==> config.mk <==
export PLATFORM = sky130hd
export DESIGN_NAME = serial_reg_bridge
export DESIGN_NICKNAME = d
export VERILOG_FILES = /design/src/rtl/serial_pkg.sv /design/src/rtl/uart_rx_core.sv /design/src/rtl/serial_reg_bridge.sv
export SDC_FILE = /design/constraint.sdc
export NUM_CORES = 1
export LEC_CHECK = 0
export CAP_MARGIN = 30
export CORE_UTILIZATION = 40
export CTS_CLUSTER_DIAMETER = 150
export DETAILED_ROUTE_END_ITERATION = 10
export HOLD_SLACK_MARGIN = 0.1
export SYNTH_ARGS = -nofsm -noshare
export SYNTH_HDL_FRONTEND = slang
export SYNTH_HIERARCHICAL = 1
export SYNTH_SLANG_ARGS = --single-unit
==> constraint.sdc <==
create_clock -name clk -period 2.9 [get_ports clk]
set_clock_uncertainty 0.05 [all_clocks]
set_input_delay 0.29 -clock clk [delete_from_list [all_inputs] [get_ports clk]]
set_output_delay 0.29 -clock clk [all_outputs]
set_load 0.02 [all_outputs]
==> src/rtl/serial_pkg.sv <==
// Shared types and parameter arithmetic for the serial register bridge.
// No logic, no latency; no backpressure.
package serial_pkg;

    typedef enum logic {WAIT_ADDR, WAIT_DATA} frame_state_t;

    typedef enum logic [1:0] {IDLE, START, DATA, STOP} rx_state_t;

    function automatic int calc_div(input int osc, input int baud);
        return osc / baud;
    endfunction

    function automatic int calc_tmo(input int bits, input int div);
        return bits * div;
    endfunction

    function automatic int calc_link(input int ms, input int osc);
        return int'((longint'(ms) * longint'(osc)) / 64'sd1000);
    endfunction

    // Width able to hold 0..maxv, never zero bits.
    function automatic int cnt_w(input int maxv);
        return (maxv < 1) ? 1 : $clog2(maxv + 1);
    endfunction

endpackage

==> src/rtl/uart_rx_core.sv <==
// 8N1 byte receiver on a synchronised line; pulses are combinational on the sample cycle.
// Latency: stop sample at DIV/2 + 9*DIV after start detect; no backpressure, bytes are not held.
import serial_pkg::*;

module uart_rx_core #(
    parameter int DIV = 16
) (
    input  logic       clk,
    input  logic       rst_n,
    input  logic       rx_sync,
    output logic [7:0] byte_out,
    output logic       byte_valid,
    output logic       byte_ferr,
    output logic       rx_start
);
    localparam int HALF = DIV / 2;
    localparam int CW   = cnt_w(DIV - 1);

    rx_state_t   r_state;
    logic [CW-1:0] r_cnt;
    logic [2:0]  r_bit;
    logic [7:0]  r_sh;
    logic        r_wait_hi;
    logic        w_tick_half;
    logic        w_tick_full;

    assign w_tick_half = (r_cnt == CW'(HALF - 1));
    assign w_tick_full = (r_cnt == CW'(DIV - 1));
    assign byte_out    = r_sh;
    assign byte_valid  = (r_state == STOP)  && w_tick_full &&  rx_sync;
    assign byte_ferr   = (r_state == STOP)  && w_tick_full && !rx_sync;
    assign rx_start    = (r_state == START) && w_tick_half && !rx_sync;

    always_ff @(posedge clk or negedge rst_n) begin
        if (!rst_n) begin
            r_state   <= IDLE;
            r_cnt     <= '0;
            r_bit     <= '0;
            r_sh      <= '0;
            r_wait_hi <= 1'b0;
        end else begin
            case (r_state)
                IDLE: begin
                    r_cnt <= '0;
                    // After a bad stop bit the line must return high before re-arming.
                    if (r_wait_hi) begin
                        if (rx_sync) r_wait_hi <= 1'b0;
                    end else if (!rx_sync) begin
                        r_state <= START;
                    end
                end
                START: begin
                    if (w_tick_half) begin
                        r_cnt   <= '0;
                        r_bit   <= '0;
                        r_state <= rx_sync ? IDLE : DATA;
                    end else begin
                        r_cnt <= r_cnt + 1'b1;
                    end
                end
                DATA: begin
                    if (w_tick_full) begin
                        r_cnt <= '0;
                        r_sh  <= {rx_sync, r_sh[7:1]};
                        if (r_bit == 3'd7) r_state <= STOP;
                        else               r_bit   <= r_bit + 1'b1;
                    end else begin
                        r_cnt <= r_cnt + 1'b1;
                    end
                end
                STOP: begin
                    if (w_tick_full) begin
                        r_cnt   <= '0;
                        r_state <= IDLE;
                        if (!rx_sync) r_wait_hi <= 1'b1;
                    end else begin
                        r_cnt <= r_cnt + 1'b1;
                    end
                end
                default: r_state <= IDLE;
            endcase
        end
    end

endmodule

==> src/rtl/serial_reg_bridge.sv <==
// UART address/data frames to one-cycle register-write strobes, with timeout, error flag and status LEDs.
// Latency: reg_we one cycle after the data-byte stop sample; no backpressure, the host must pace frames.
import serial_pkg::*;

module serial_reg_bridge #(
    parameter int OSCRATE      = 12_000_000,
    parameter int BAUDRATE     = 9600,
    parameter int ADDR_W       = 5,
    parameter int TIMEOUT_BITS = 20,
    parameter int LINK_MS      = 50
) (
    input  logic              clk,
    input  logic              rst_n,
    input  logic              rx,
    output logic [ADDR_W-1:0] reg_addr,
    output logic [7:0]        reg_data,
    output logic              reg_we,
    output logic              link,
    output logic              blink,
    output logic              frame_err
);
    localparam int DIV = calc_div(OSCRATE, BAUDRATE);
    localparam int TMO = calc_tmo(TIMEOUT_BITS, DIV);
    localparam int LNK = calc_link(LINK_MS, OSCRATE);
    localparam int BLK = OSCRATE / 2;
    localparam int TW  = cnt_w(TMO);
    localparam int LW  = cnt_w(LNK);
    localparam int BW  = cnt_w(BLK);

    logic              r_rx_meta;
    logic              r_rx_sync;
    frame_state_t      r_fsm;
    logic [ADDR_W-1:0] r_addr_lat;
    logic [TW-1:0]     r_tmo_cnt;
    logic              r_tmo_arm;
    logic [LW-1:0]     r_link_cnt;
    logic [BW-1:0]     r_blk_cnt;
    logic              r_blink;
    logic [7:0]        w_byte;
    logic              w_byte_vld;
    logic              w_byte_ferr;
    logic              w_rx_start;
    logic              w_tmo_exp;
    logic              w_in_addr;

    always_ff @(posedge clk or negedge rst_n) begin
        if (!rst_n) begin
            r_rx_meta <= 1'b1;
            r_rx_sync <= 1'b1;
        end else begin
            r_rx_meta <= rx;
            r_rx_sync <= r_rx_meta;
        end
    end

    uart_rx_core #(.DIV(DIV)) u_rx (
        .clk        (clk),
        .rst_n      (rst_n),
        .rx_sync    (r_rx_sync),
        .byte_out   (w_byte),
        .byte_valid (w_byte_vld),
        .byte_ferr  (w_byte_ferr),
        .rx_start   (w_rx_start)
    );

    // An expiring timeout wins; a byte completing on that cycle is treated as an address byte.
    assign w_tmo_exp = (r_fsm == WAIT_DATA) && r_tmo_arm && (r_tmo_cnt == TW'(TMO - 1));
    assign w_in_addr = (r_fsm == WAIT_ADDR) || w_tmo_exp;

    always_ff @(posedge clk or negedge rst_n) begin
        if (!rst_n) begin
            r_fsm      <= WAIT_ADDR;
            r_addr_lat <= '0;
            r_tmo_cnt  <= '0;
            r_tmo_arm  <= 1'b0;
            reg_addr   <= '0;
            reg_data   <= '0;
            reg_we     <= 1'b0;
            frame_err  <= 1'b0;
        end else begin
            reg_we <= 1'b0;
            if (r_fsm == WAIT_DATA && r_tmo_arm) begin
                if (w_rx_start)      r_tmo_arm <= 1'b0;
                else if (!w_tmo_exp) r_tmo_cnt <= r_tmo_cnt + 1'b1;
            end
            if (w_tmo_exp) begin
                r_fsm     <= WAIT_ADDR;
                r_tmo_arm <= 1'b0;
                frame_err <= 1'b1;
            end
            if (w_byte_vld) begin
                if (w_in_addr) begin
                    if (w_byte[7]) begin
                        r_addr_lat <= w_byte[ADDR_W-1:0];
                        r_fsm      <= WAIT_DATA;
                        r_tmo_cnt  <= '0;
                        r_tmo_arm  <= 1'b1;
                    end else begin
                        frame_err <= 1'b1;
                    end
                end else begin
                    reg_addr  <= r_addr_lat;
                    reg_data  <= w_byte;
                    reg_we    <= 1'b1;
                    r_fsm     <= WAIT_ADDR;
                    r_tmo_arm <= 1'b0;
                    frame_err <= 1'b0;
                end
            end else if (w_byte_ferr) begin
                r_fsm     <= WAIT_ADDR;
                r_tmo_arm <= 1'b0;
                frame_err <= 1'b1;
            end
        end
    end

    always_ff @(posedge clk or negedge rst_n) begin
        if (!rst_n) begin
            r_link_cnt <= '0;
            r_blk_cnt  <= '0;
            r_blink    <= 1'b0;
        end else begin
            if (w_byte_vld)             r_link_cnt <= LW'(LNK);
            else if (r_link_cnt != '0)  r_link_cnt <= r_link_cnt - 1'b1;
            if (r_blk_cnt == BW'(BLK - 1)) begin
                r_blk_cnt <= '0;
                r_blink   <= ~r_blink;
            end else begin
                r_blk_cnt <= r_blk_cnt + 1'b1;
            end
        end
    end

    assign link  = (r_link_cnt != '0);
    assign blink = r_blink;

endmodule

==> metrics.txt, run 1 <==
outcome=finished, final reports clean; fraction of the yosys area taken by sequential cells=50.0%; register-to-register setup slack=about 0.41 ns; Pwr Density=446 nW/um2; part of the total power dissipated in combinational logic=around 1.4%; number of synthesized flops with an enable pin=0; aggregate global-route resource usage=around 16%; required time at the worst-slack endpoint=between 2 and 3 ns; Area contributors post-synth=sky130_fd_sc_hd__dfrtp_1 (49%), sky130_fd_sc_hd__mux2_2 (6.0%), sky130_fd_sc_hd__xnor2_1 (3.1%); post-layout min period=about 2.7 ns; pin count of the biggest net entering global routing=52; overflow left after global routing=0; Post-synth ARST share=100%; combined area of the multi-input logic cells=approximately 2500 um2; fmax=approximately 370 MHz; endpoints failing setup=0; clk_lat worst skew=around 0.35 ns; Clock transition at path regs=0.07 ns; commonest non-fill, non-tap cells in the layout=sky130_fd_sc_hd__dfrtp_1 (106), sky130_fd_sc_hd__nor2_1 (44), sky130_fd_sc_hd__nand3_1 (31); switch share=22.1%; deepest clock path buffer count=2; flip-flop and latch count after synthesis=108; CTS HTree Levels=3; Clock Tree Root=sky130_fd_sc_hd__clkbuf_16; length of the first detailed-routing pass in iterations=4; Std-Cell Core Area=about 13000 um2; number of hold violations in the final report=0; maximum VDD drop=around 0.00042 V; WL/cell=between 10 and 15 um; startpoint of the worst setup timing path=r_link_cnt[0]$_DFFE_PN0P_; number of buffers inserted during clock tree synthesis=9; predominant post-synthesis flop cell=sky130_fd_sc_hd__dfrtp_1; placement row count=42; number of sinks on the clock net=108; CP Capture Type=primary output; average cell area after synthesis=~11 um2; reg-to-reg critical path startpoint=u_rx/r_cnt[0]$_DFF_PN0_; via count of the first global-routing pass=3781; post-synthesis to final-layout area growth=12.4%; portion of total power attributed to the clock network=a little over two fifths; maximum fanout encountered on the critical timing path=24; sequential cell area in the final layout=2710 um2; TritonCTS clock tree=yes; beginning of the worst hold path=r_rx_meta$_DFF_PN1_; height of the die=~120 um; antenna violations before repair=0; Net Sw Power=between 500 and 600 uW; data arrival time of the worst path=around 2.4 ns; drt total wl=around 10 mm; number of nets in the final layout=about 530; actual slew at the worst max-slew pin=0.509 ns; relative contribution of sequential cells to total power=between 50% and 60%; post-CTS setup buffers=0; maximum capacitance violations=0; RSZ-0062 raised after global routing=no; kind of path behind the tightest hold check=flop to flop; Period Utilization, post-route=roughly 94%; critical path start-end classification=flop to primary output; post-route worst hold slack=between 0.3 and 0.4 ns; Die Wd=between 100 and 150 um; half-perimeter wire length after placement=7.04 mm; via-per-instance ratio=between 5 and 6; Setup Total Neg Slack=0 ns; number of distinct library cell variants in the gate-level netlist after synthesis=62; synthesized netlist cell count=slightly below 500; most frequent standard cell in the layout excluding fill and tap cells=sky130_fd_sc_hd__dfrtp_1; remaining antenna violation count after routing=0; Worst slew margin=66.1%; final non-filler cell total=about 700; fraction of layout cells with a size suffix above 1=14.1%; # diodes=0; net count after synthesis=507; final estimated routing congestion in global placement=0.842; fillcell total=approximately 1300; largest area contributor in the netlist=sky130_fd_sc_hd__dfrtp_1; count of final max-slew check failures=0; Port Buffer Count=19; area of the mapped netlist=about 5400 um2; via count=approximately 3800; Cell Int Power=2110 uW; io pins=20; placed insts=roughly 700; kind of launch point of the worst setup path=flop; area of the die=between 10000 and 15000 um2; global-route wire length before repair=between 15 and 20 mm; Synth Warn #=6; Static Leak=roughly 0.0028 uW; remaining design rule violation count=0; top-area cell type share of the netlist area=between 40% and 50%; detailed router's first-iteration violation count=219; initial cell density of the core=41.0%
[cell type report]
class                           instances  share of cell area (%)
Clock buffer                           11                    3.83
Tap cell                              176                    3.63
Timing Repair Buffer                   27                    4.33
Multi-Input combinational cell        358                    41.9
Clock inverter                          5                   0.721
Sequential cell                       108                    44.5
Inverter                               17                    1.05
[state kept, by name, indices dropped and copies added, names as in the netlist, named ones only]
name            cells
u_rx/r_state        1
r_rx_meta           1
r_blk_cnt          23
u_rx/byte_out       8
r_fsm               1
u_rx/r_wait_hi      1
r_addr_lat          5
reg_we              1
u_rx/r_bit          3
reg_data            8
frame_err           1
r_tmo_arm           1
r_tmo_cnt          15
r_rx_sync           1
blink               1
r_link_cnt         20
u_rx/r_cnt         11
reg_addr            5
[logic make-up after synthesis]
kind of cell               after synthesis  synth area share [%]
and+or+nand+nor                        212                  24.1
DFF                                    108                  50.0
AOI/OAI and AO/OA                       67                  7.82
muxes                                   37                  7.54
xor gates and xnor gates                33                  5.35
buffers and inverters                   29                  3.05
adders and majority gates                9                  2.08
[cells in the mapped netlist, types with 2 or more instances]
| library cell | n |
|---|---|
| sky130_fd_sc_hd__dfrtp_1 | 106 |
| sky130_fd_sc_hd__nor2_1 | 44 |
| sky130_fd_sc_hd__nand3_1 | 31 |
| sky130_fd_sc_hd__mux2_2 | 29 |
| sky130_fd_sc_hd__nand2_1 | 25 |
| sky130_fd_sc_hd__a21oi_1 | 21 |
| sky130_fd_sc_hd__o21ai_0 | 19 |
| sky130_fd_sc_hd__xnor2_1 | 19 |
| sky130_fd_sc_hd__inv_1 | 16 |
| sky130_fd_sc_hd__xor2_1 | 14 |
| sky130_fd_sc_hd__o31ai_1 | 13 |
| sky130_fd_sc_hd__nor2b_1 | 12 |
| sky130_fd_sc_hd__nand4_1 | 10 |
| sky130_fd_sc_hd__nor3_1 | 10 |
| sky130_fd_sc_hd__or4_1 | 10 |
| sky130_fd_sc_hd__ha_1 | 9 |
| sky130_fd_sc_hd__or3_1 | 9 |
| sky130_fd_sc_hd__and4_1 | 8 |
| sky130_fd_sc_hd__nor4_1 | 8 |
| sky130_fd_sc_hd__mux2i_1 | 7 |
| sky130_fd_sc_hd__and3_1 | 6 |
| sky130_fd_sc_hd__nand2b_1 | 5 |
| sky130_fd_sc_hd__nor4b_1 | 4 |
| sky130_fd_sc_hd__buf_2 | 3 |
| sky130_fd_sc_hd__buf_6 | 3 |
| sky130_fd_sc_hd__clkbuf_1 | 3 |
| sky130_fd_sc_hd__clkbuf_8 | 3 |
| sky130_fd_sc_hd__nand3b_1 | 3 |
| sky130_fd_sc_hd__nor3_4 | 3 |
| sky130_fd_sc_hd__nor4bb_1 | 3 |
| sky130_fd_sc_hd__a211oi_1 | 2 |
| sky130_fd_sc_hd__a31oi_1 | 2 |
| sky130_fd_sc_hd__and3b_1 | 2 |
| sky130_fd_sc_hd__and4b_1 | 2 |
| sky130_fd_sc_hd__dfstp_2 | 2 |
| sky130_fd_sc_hd__nand4b_1 | 2 |
| sky130_fd_sc_hd__nor4_2 | 2 |
[final timing paths]
kind,depth (start not counted),endpoint
hold reg to reg,0,r_rx_sync$_DFF_PN1_
hold / removal,0,r_rx_sync$_DFF_PN1_
min in group asynchronous,2,r_link_cnt[3]$_DFFE_PN0P_
setup reg to reg,9,r_tmo_cnt[14]$_DFF_PN0_
setup / recovery,6,link
max in group asynchronous,3,r_tmo_cnt[2]$_DFF_PN0_
[critical path: stages, from the launching register on]
cell	delay [ns]
sky130_fd_sc_hd__dfrtp_1	0.42
sky130_fd_sc_hd__inv_1	0.12
sky130_fd_sc_hd__ha_1	0.16
sky130_fd_sc_hd__nor4b_2	0.26
sky130_fd_sc_hd__and3_4	0.39
sky130_fd_sc_hd__nand3_1	0.12
sky130_fd_sc_hd__clkdlybuf4s50_1	0.55
[metrics by stage]
step / total power [uW] / setup WS [ns] / util, % / cell area (um2)
global placement: 1580 / 0.494 / 43.8 / 5780
CTS: 2760 / 0.00393 / 46.0 / 6060
global route: 2810 / 0.0328 / 46.1 / 6070
finish: 2710 / 0.188 / 46.1 / 6070
floorplan: 1540 / 0.549 / - / 5410
detailed placement: 1580 / 0.399 / 43.8 / 5780
[power groups by stage]
stage	clock network (uW)	logic (uW)	registers, uW
2_1_floorplan	0	0.502	1540
4_1_cts	1210	39.7	1510
3_5_place_dp	0	38.6	1540
5_1_grt	1260	44.2	1510
3_3_place_gp	0	38.0	1540
6_report	1160	36.8	1510
[routing by layer]
metal | up-vias | track usage (%) | wire (um)
met1 | 1871 | 19.9 | 4680
met4 | 0 | 4.81 | 102
met2 | 32 | 26.0 | 4950
li1 | 1859 | - | -
met5 | - | 0 | 0
met3 | 8 | 4.20 | 231
[repair_timing]
action	CTS	global route
gates resized for setup	0	2
hold buffers	1	0
hold endpoints to repair	22	0
setup endpoints to repair	0	1
(Power assumes the default switching activity.)
==> run 2, diff against run 1 <==
--- a/config.mk
+++ b/config.mk
@@ -7,2 +7,3 @@
 export LEC_CHECK = 0
+export ABC_AREA = 0
 export CAP_MARGIN = 30
@@ -12,2 +13,3 @@
 export HOLD_SLACK_MARGIN = 0.1
+export SETUP_SLACK_MARGIN = 0.4
 export SYNTH_ARGS = -nofsm -noshare
==> constraint.sdc (replaced) <==
create_clock -name clk -period 2.9 [get_ports clk]
set_clock_uncertainty 0.05 [all_clocks]
set_input_delay 0.58 -clock clk [delete_from_list [all_inputs] [get_ports clk]]
set_output_delay 0.58 -clock clk [all_outputs]
set_load 0.02 [all_outputs]
==> metrics.txt, run 2 (synthesized netlist as in run 1, its figures left out) <==
reg-to-reg critical path startpoint=u_rx/r_cnt[0]$_DFF_PN0_ (unchanged); TritonCTS clock tree=yes (unchanged); most frequent standard cell in the layout excluding fill and tap cells=sky130_fd_sc_hd__dfrtp_1 (unchanged); WL/cell=14.5 um (was 14.2 um); number of buffers inserted during clock tree synthesis=9 (unchanged); Cell Int Power=2150 uW (was 2110 uW); Pwr Density=447 nW/um2 (was 446 nW/um2); required time at the worst-slack endpoint=2.27 ns (was 2.56 ns); detailed router's first-iteration violation count=237 (was 219); Setup Total Neg Slack=0 ns (unchanged); # diodes=0 (unchanged); register-to-register setup slack=0.53 ns (was 0.41 ns); maximum capacitance violations=0 (unchanged); final estimated routing congestion in global placement=0.806 (was 0.842); Net Sw Power=628 uW (was 600 uW); length of the first detailed-routing pass in iterations=4 (unchanged); pin count of the biggest net entering global routing=69 (was 52); area of the die=14000 um2 (unchanged); deepest clock path buffer count=2 (unchanged); maximum fanout encountered on the critical timing path=4 (was 24); fraction of layout cells with a size suffix above 1=17.3% (was 14.1%); via count=3862 (was 3770); Worst slew margin=64.1% (was 66.1%); antenna violations before repair=0 (unchanged); clk_lat worst skew=0.35 ns (about the same); data arrival time of the worst path=1.84 ns (was 2.37 ns); Period Utilization, post-route=85.2% (was 93.5%); actual slew at the worst max-slew pin=0.539 ns (was 0.509 ns); post-layout min period=2.47 ns (was 2.71 ns); via-per-instance ratio=5.42 (was 5.37); Die Wd=118 um (unchanged); maximum VDD drop=0.000301 V (was 0.000418 V); height of the die=118 um (unchanged); Clock transition at path regs=0.08 ns (was 0.07 ns); cells along the critical path=or4_4 > nor2_4 > nand3_1 > clkdlybuf4s15_2 (was inv_1 > ha_1 > nor4b_2 > and3_4 > nand3_1 > clkdlybuf4s50_1); Setup crit end=link (unchanged); overflow left after global routing=0 (unchanged); placement row count=42 (unchanged); number of sinks on the clock net=108 (unchanged); Clock Tree Root=sky130_fd_sc_hd__clkbuf_16 (unchanged); drt total wl=10.4 mm (was 9.97 mm); initial cell density of the core=41.0% (unchanged); registers with the most flip-flops=r_blk_cnt (23), r_link_cnt (20), r_tmo_cnt (15) (unchanged); Std-Cell Core Area=13200 um2 (unchanged); half-perimeter wire length after placement=7.03 mm (was 7.04 mm); post-placement cell area=5780 um2 (unchanged); Port Buffer Count=19 (unchanged); RSZ-0062 raised after global routing=yes (was no); number of hold violations in the final report=0 (unchanged); critical path start-end classification=flop to primary output (unchanged); number of cells on the worst reg-to-reg path=9 (unchanged); aggregate global-route resource usage=15.7% (about the same); portion of total power attributed to the clock network=44.3% (was 43.0%); peak per-stage delay on the critical path=0.59 ns (was 0.55 ns); library cell contributing the largest single delay on the critical path=sky130_fd_sc_hd__or4_4 (was sky130_fd_sc_hd__clkdlybuf4s50_1); outcome=finished, final reports clean (unchanged); Total Power=2770 uW (was 2710 uW); via count of the first global-routing pass=3831 (was 3781); reg2reg end=r_tmo_cnt[14]$_DFF_PN0_ (unchanged); post-synthesis to final-layout area growth=15.0% (was 12.4%); endpoints failing setup=0 (unchanged); remaining antenna violation count after routing=0 (unchanged); startpoint of the worst setup timing path=r_link_cnt[8]$_DFFE_PN0P_ (was r_link_cnt[0]$_DFFE_PN0P_); global-route wire length before repair=17.9 mm (was 17.7 mm); commonest non-fill, non-tap cells in the layout=sky130_fd_sc_hd__dfrtp_1 (105), sky130_fd_sc_hd__nor2_1 (42), sky130_fd_sc_hd__nand3_1 (31) (was sky130_fd_sc_hd__dfrtp_1 (106), sky130_fd_sc_hd__nor2_1 (44), sky130_fd_sc_hd__nand3_1 (31)); register with the highest flop count=r_blk_cnt (unchanged); count of final max-slew check failures=0 (unchanged); fmax=405 MHz (was 369 MHz); CP Capture Type=primary output (unchanged); number of nets in the final layout=544 (was 533); CTS HTree Levels=3 (unchanged); finished layout cell area=6210 um2 (was 6070 um2); remaining design rule violation count=0 (unchanged); beginning of the worst hold path=r_rx_meta$_DFF_PN1_ (unchanged); switch share=22.6% (was 22.1%); part of the total power dissipated in combinational logic=1.3% (was 1.4%); kind of launch point of the worst setup path=flop (unchanged); kind of path behind the tightest hold check=flop to flop (unchanged); relative contribution of sequential cells to total power=54.4% (was 55.7%); Static Leak=0.00284 uW (was 0.00276 uW); io pins=20 (unchanged); max reg flops=23 (unchanged)
run 2: cell count changes in the layout (fill, tap and decap cells not counted), moves of 2 or more:
cell,before,now
sky130_fd_sc_hd__buf_4,7,16
sky130_fd_sc_hd__clkbuf_1,2,0
sky130_fd_sc_hd__inv_8,0,3
sky130_fd_sc_hd__nor2_1,44,42
sky130_fd_sc_hd__nor2_4,0,2
run 2: timing repair:
action / in CTS / in global routing
pin swaps: 0 / 1
setup buffers: 2 / 8
hold endpoints to repair: 22 / 0
resized for setup: 6 / 8
cloned: 0 / 1
hold buffers: 1 / 0
endpoints found under the setup margin: 2 / 18
run 2: area by class of cell:
class	instances	area (um2)
timing repair buffer	38	348
tap	176	220
sequential	108	2710
multi-input combinational	358	2570
clock inverter	6	60.1
fill	1210	6980
clock buffer	10	239
inverter	17	66.3
run 2: how the worst min path moves through the flow:
stage | endpoint | cells past startpoint
global placement | r_rx_sync$_DFF_PN1_ | 0
floorplan | blink$_DFFE_PN0N_ | 0
global route | r_rx_sync$_DFF_PN1_ | 0
finish | r_rx_sync$_DFF_PN1_ | 0
detailed placement | r_rx_sync$_DFF_PN1_ | 0
CTS | r_rx_sync$_DFF_PN1_ | 0
run 2: power by group through the flow:
stage	sequential [uW]	combinational, uW	clock [uW]
2_1_floorplan	1540	0.502	0
3_3_place_gp	1540	38.3	0
3_5_place_dp	1540	39.0	0
4_1_cts	1510	40.1	1280
5_1_grt	1510	45.1	1330
6_report	1510	37.0	1230
run 2: critical path: cells and delay by family (launching register included):
kind	cells	cell delay (ns)
buffers and inverters	1	0.27
flip-flops	1	0.42
AND/OR/NAND/NOR	3	0.80
run 2: through the flow:
stage / setup slack [ns] / hold slack, ns / utilization [%] / instances
2_1_floorplan: 0.549 / 0.234 / - / 495
3_3_place_gp: 0.438 / 0.297 / 43.8 / 685
3_5_place_dp: 0.388 / 0.298 / 43.8 / 685
4_1_cts: 0.374 / 0.313 / 46.4 / 704
5_1_grt: 0.369 / 0.316 / 47.1 / 713
6_report: 0.429 / 0.310 / 47.1 / 713
run 2: metal layers:
layer	up-vias	GRT usage [%]	share of wire [%]
li1	1882	-	-
met1	1936	19.5	46
met2	39	26.8	51
met3	5	4.10	2.6
met4	0	4.73	0.55
met5	-	0	0
==> run 3, diff against run 2 <==
RECOVER_POWER = 100   (was unset)
SLEW_MARGIN = 40   (was unset)
==> metrics.txt, run 3 (synthesized netlist as in run 1, its figures left out) <==
final non-filler cell total=713 (unchanged); registers with the most flip-flops=r_blk_cnt (23), r_link_cnt (20), r_tmo_cnt (15) (unchanged); count of final max-slew check failures=0 (unchanged); global-route wire length before repair=17.9 mm (unchanged); antenna violations before repair=0 (unchanged); fmax=388 MHz (was 405 MHz); Cell Int Power=2150 uW (about the same); height of the die=118 um (unchanged); via count=3852 (was 3862); CTS HTree Levels=3 (unchanged); Port Buffer Count=19 (unchanged); remaining design rule violation count=0 (unchanged); maximum VDD drop=0.000316 V (was 0.000301 V); required time at the worst-slack endpoint=2.27 ns (about the same); area of the die=14000 um2 (unchanged); Pwr Density=453 nW/um2 (was 447 nW/um2); part of the total power dissipated in combinational logic=1.3% (about the same); number of nets in the final layout=544 (unchanged); initial cell density of the core=41.0% (unchanged); via-per-instance ratio=5.40 (was 5.42); dominant delay contributor by cell family on the critical path=simple AND/OR/NAND/NOR gates (unchanged); register with the highest flop count=r_blk_cnt (unchanged); post-layout min period=2.57 ns (was 2.47 ns); number of hold violations in the final report=0 (unchanged); sequential cell area in the final layout=2710 um2 (unchanged); overflow left after global routing=0 (unchanged); fraction of layout cells with a size suffix above 1=15.1% (was 17.3%); number of sinks on the clock net=108 (unchanged); Util after Layout=46.5% (was 47.1%); via count of the first global-routing pass=3831 (unchanged); portion of total power attributed to the clock network=44.4% (was 44.3%); remaining antenna violation count after routing=0 (unchanged); TritonCTS clock tree=yes (unchanged); outcome=finished, final reports clean (unchanged); aggregate global-route resource usage=15.7% (unchanged); number of buffers inserted during clock tree synthesis=9 (unchanged); most frequent standard cell in the layout excluding fill and tap cells=sky130_fd_sc_hd__dfrtp_1 (unchanged); max reg flops=23 (unchanged); Critical path buffers and inverters=1 (unchanged); actual slew at the worst max-slew pin=1.39 ns (was 0.539 ns); half-perimeter wire length after placement=7.03 mm (unchanged); critical path start-end classification=flop to primary output (unchanged); Period Utilization, post-route=88.8% (was 85.2%); post-synthesis to final-layout area growth=13.4% (was 15.0%); Clock Tree Root=sky130_fd_sc_hd__clkbuf_16 (unchanged); placement row count=42 (unchanged); relative contribution of sequential cells to total power=54.3% (was 54.4%); commonest non-fill, non-tap cells in the layout=sky130_fd_sc_hd__dfrtp_1 (105), sky130_fd_sc_hd__nor2_1 (44), sky130_fd_sc_hd__nand3_1 (32) (was sky130_fd_sc_hd__dfrtp_1 (105), sky130_fd_sc_hd__nor2_1 (42), sky130_fd_sc_hd__nand3_1 (31)); Worst slew margin=7.17% (was 64.1%); length of the first detailed-routing pass in iterations=4 (unchanged); library cell contributing the largest single delay on the critical path=sky130_fd_sc_hd__or4_4 (unchanged); Clock transition at path regs=0.08 ns (about the same); CP Capture Type=primary output (unchanged); setup ws final=0.325 ns (was 0.429 ns); WL/cell=14.5 um (about the same); peak per-stage delay on the critical path=0.59 ns (about the same); detailed router's first-iteration violation count=211 (was 237); Net Sw Power=633 uW (was 628 uW); Setup Total Neg Slack=0 ns (unchanged); switch share=22.8% (was 22.6%); drt total wl=10.4 mm (about the same); RSZ-0062 raised after global routing=yes (unchanged); pin count of the biggest net entering global routing=69 (unchanged); Die Wd=118 um (unchanged); data arrival time of the worst path=1.94 ns (was 1.84 ns); combined area of the multi-input logic cells=2520 um2 (was 2570 um2); Std-Cell Core Area=13200 um2 (unchanged); kind of path behind the tightest hold check=flop to flop (unchanged); placed insts=685 (unchanged); clk_lat worst skew=0.35 ns (about the same); # diodes=0 (unchanged); endpoints failing setup=0 (unchanged); final estimated routing congestion in global placement=0.806 (unchanged); cells along the critical path=or4_4 > nor2_4 > nand3_1 > clkdlybuf4s25_1 (was or4_4 > nor2_4 > nand3_1 > clkdlybuf4s15_2); io pins=20 (unchanged); kind of launch point of the worst setup path=flop (unchanged); maximum fanout encountered on the critical timing path=4 (unchanged); Total Power=2780 uW (was 2770 uW); deepest clock path buffer count=2 (unchanged); Static Leak=0.00284 uW (about the same); fillcell total=1227 (was 1210); worst setup slack before clock tree synthesis=0.388 ns (unchanged); maximum capacitance violations=0 (unchanged)
==> run 3: changes by cell type in the layout (fill, tap and decap cells not counted), moves of 2 or more <==
| cell | previous run | this run |
|---|---|---|
| sky130_fd_sc_hd__buf_4 | 16 | 9 |
| sky130_fd_sc_hd__clkbuf_1 | 0 | 6 |
| sky130_fd_sc_hd__clkbuf_2 | 0 | 2 |
| sky130_fd_sc_hd__clkdlybuf4s50_1 | 17 | 0 |
| sky130_fd_sc_hd__dlygate4sd3_1 | 1 | 18 |
| sky130_fd_sc_hd__nor2_1 | 42 | 44 |
==> run 3: path summary, 6_finish.rpt <==
check | startpoint | end | slack (ns) | cells past startpoint
max | r_link_cnt[8]$_DFFE_PN0P_ | link | 0.33 | 4
min | r_rx_meta$_DFF_PN1_ | r_rx_sync$_DFF_PN1_ | 0.31 | 0
max reg2reg | u_rx/r_cnt[1]$_DFF_PN0_ | r_addr_lat[4]$_DFFE_PN0P_ | 0.40 | 10
min reg2reg | r_rx_meta$_DFF_PN1_ | r_rx_sync$_DFF_PN1_ | 0.31 | 0
max in group asynchronous | rst_n | r_tmo_cnt[2]$_DFF_PN0_ | 0.60 | 3
min in group asynchronous | rst_n | r_link_cnt[4]$_DFFE_PN0P_ | 1.02 | 2
==> run 3: metal layers <==
metal / up-vias / wire [um] / part of all wire [%] / GRT usage [%]
met2: 35 / 5180 / 50 / 26.8
met5: - / 0 / 0 / 0
met4: 0 / 123 / 1.2 / 4.73
li1: 1879 / - / - / -
met1: 1925 / 4790 / 46 / 19.5
met3: 13 / 274 / 2.6 / 4.10
==> run 3: area by class of cell <==
class | count | area share [%]
inverters | 17 | 1.08
repair buffers | 38 | 5.18
clock inverters | 6 | 0.979
well taps | 176 | 3.59
flip-flops and latches | 108 | 44.1
clock buffers | 10 | 3.90
multi-input cells | 358 | 41.1
==> run 3: through the flow <==
step | instance area, um2 | hold WS (ns)
4_1_cts | 6120 | 0.313
3_5_place_dp | 5780 | 0.298
6_report | 6130 | 0.310
3_3_place_gp | 5780 | 0.297
5_1_grt | 6130 | 0.316
2_1_floorplan | 5410 | 0.234
==> run 3: repair_timing <==
action | CTS | global route
setup endpoints to repair | 2 | 18
hold buffers | 1 | 0
hold endpoints to repair | 22 | 0
gates cloned | 0 | 1
buffers inserted | 2 | 8
resized for setup | 6 | 8
pin swaps | 0 | 1
==> run 3: power by group through the flow <==
stage	Combinational [uW]	Sequential (uW)	Clock, uW
2_1_floorplan	0.502	1540	0
3_3_place_gp	38.3	1540	0
3_5_place_dp	39.0	1540	0
4_1_cts	40.1	1510	1280
5_1_grt	43.7	1510	1330
6_report	35.7	1510	1230
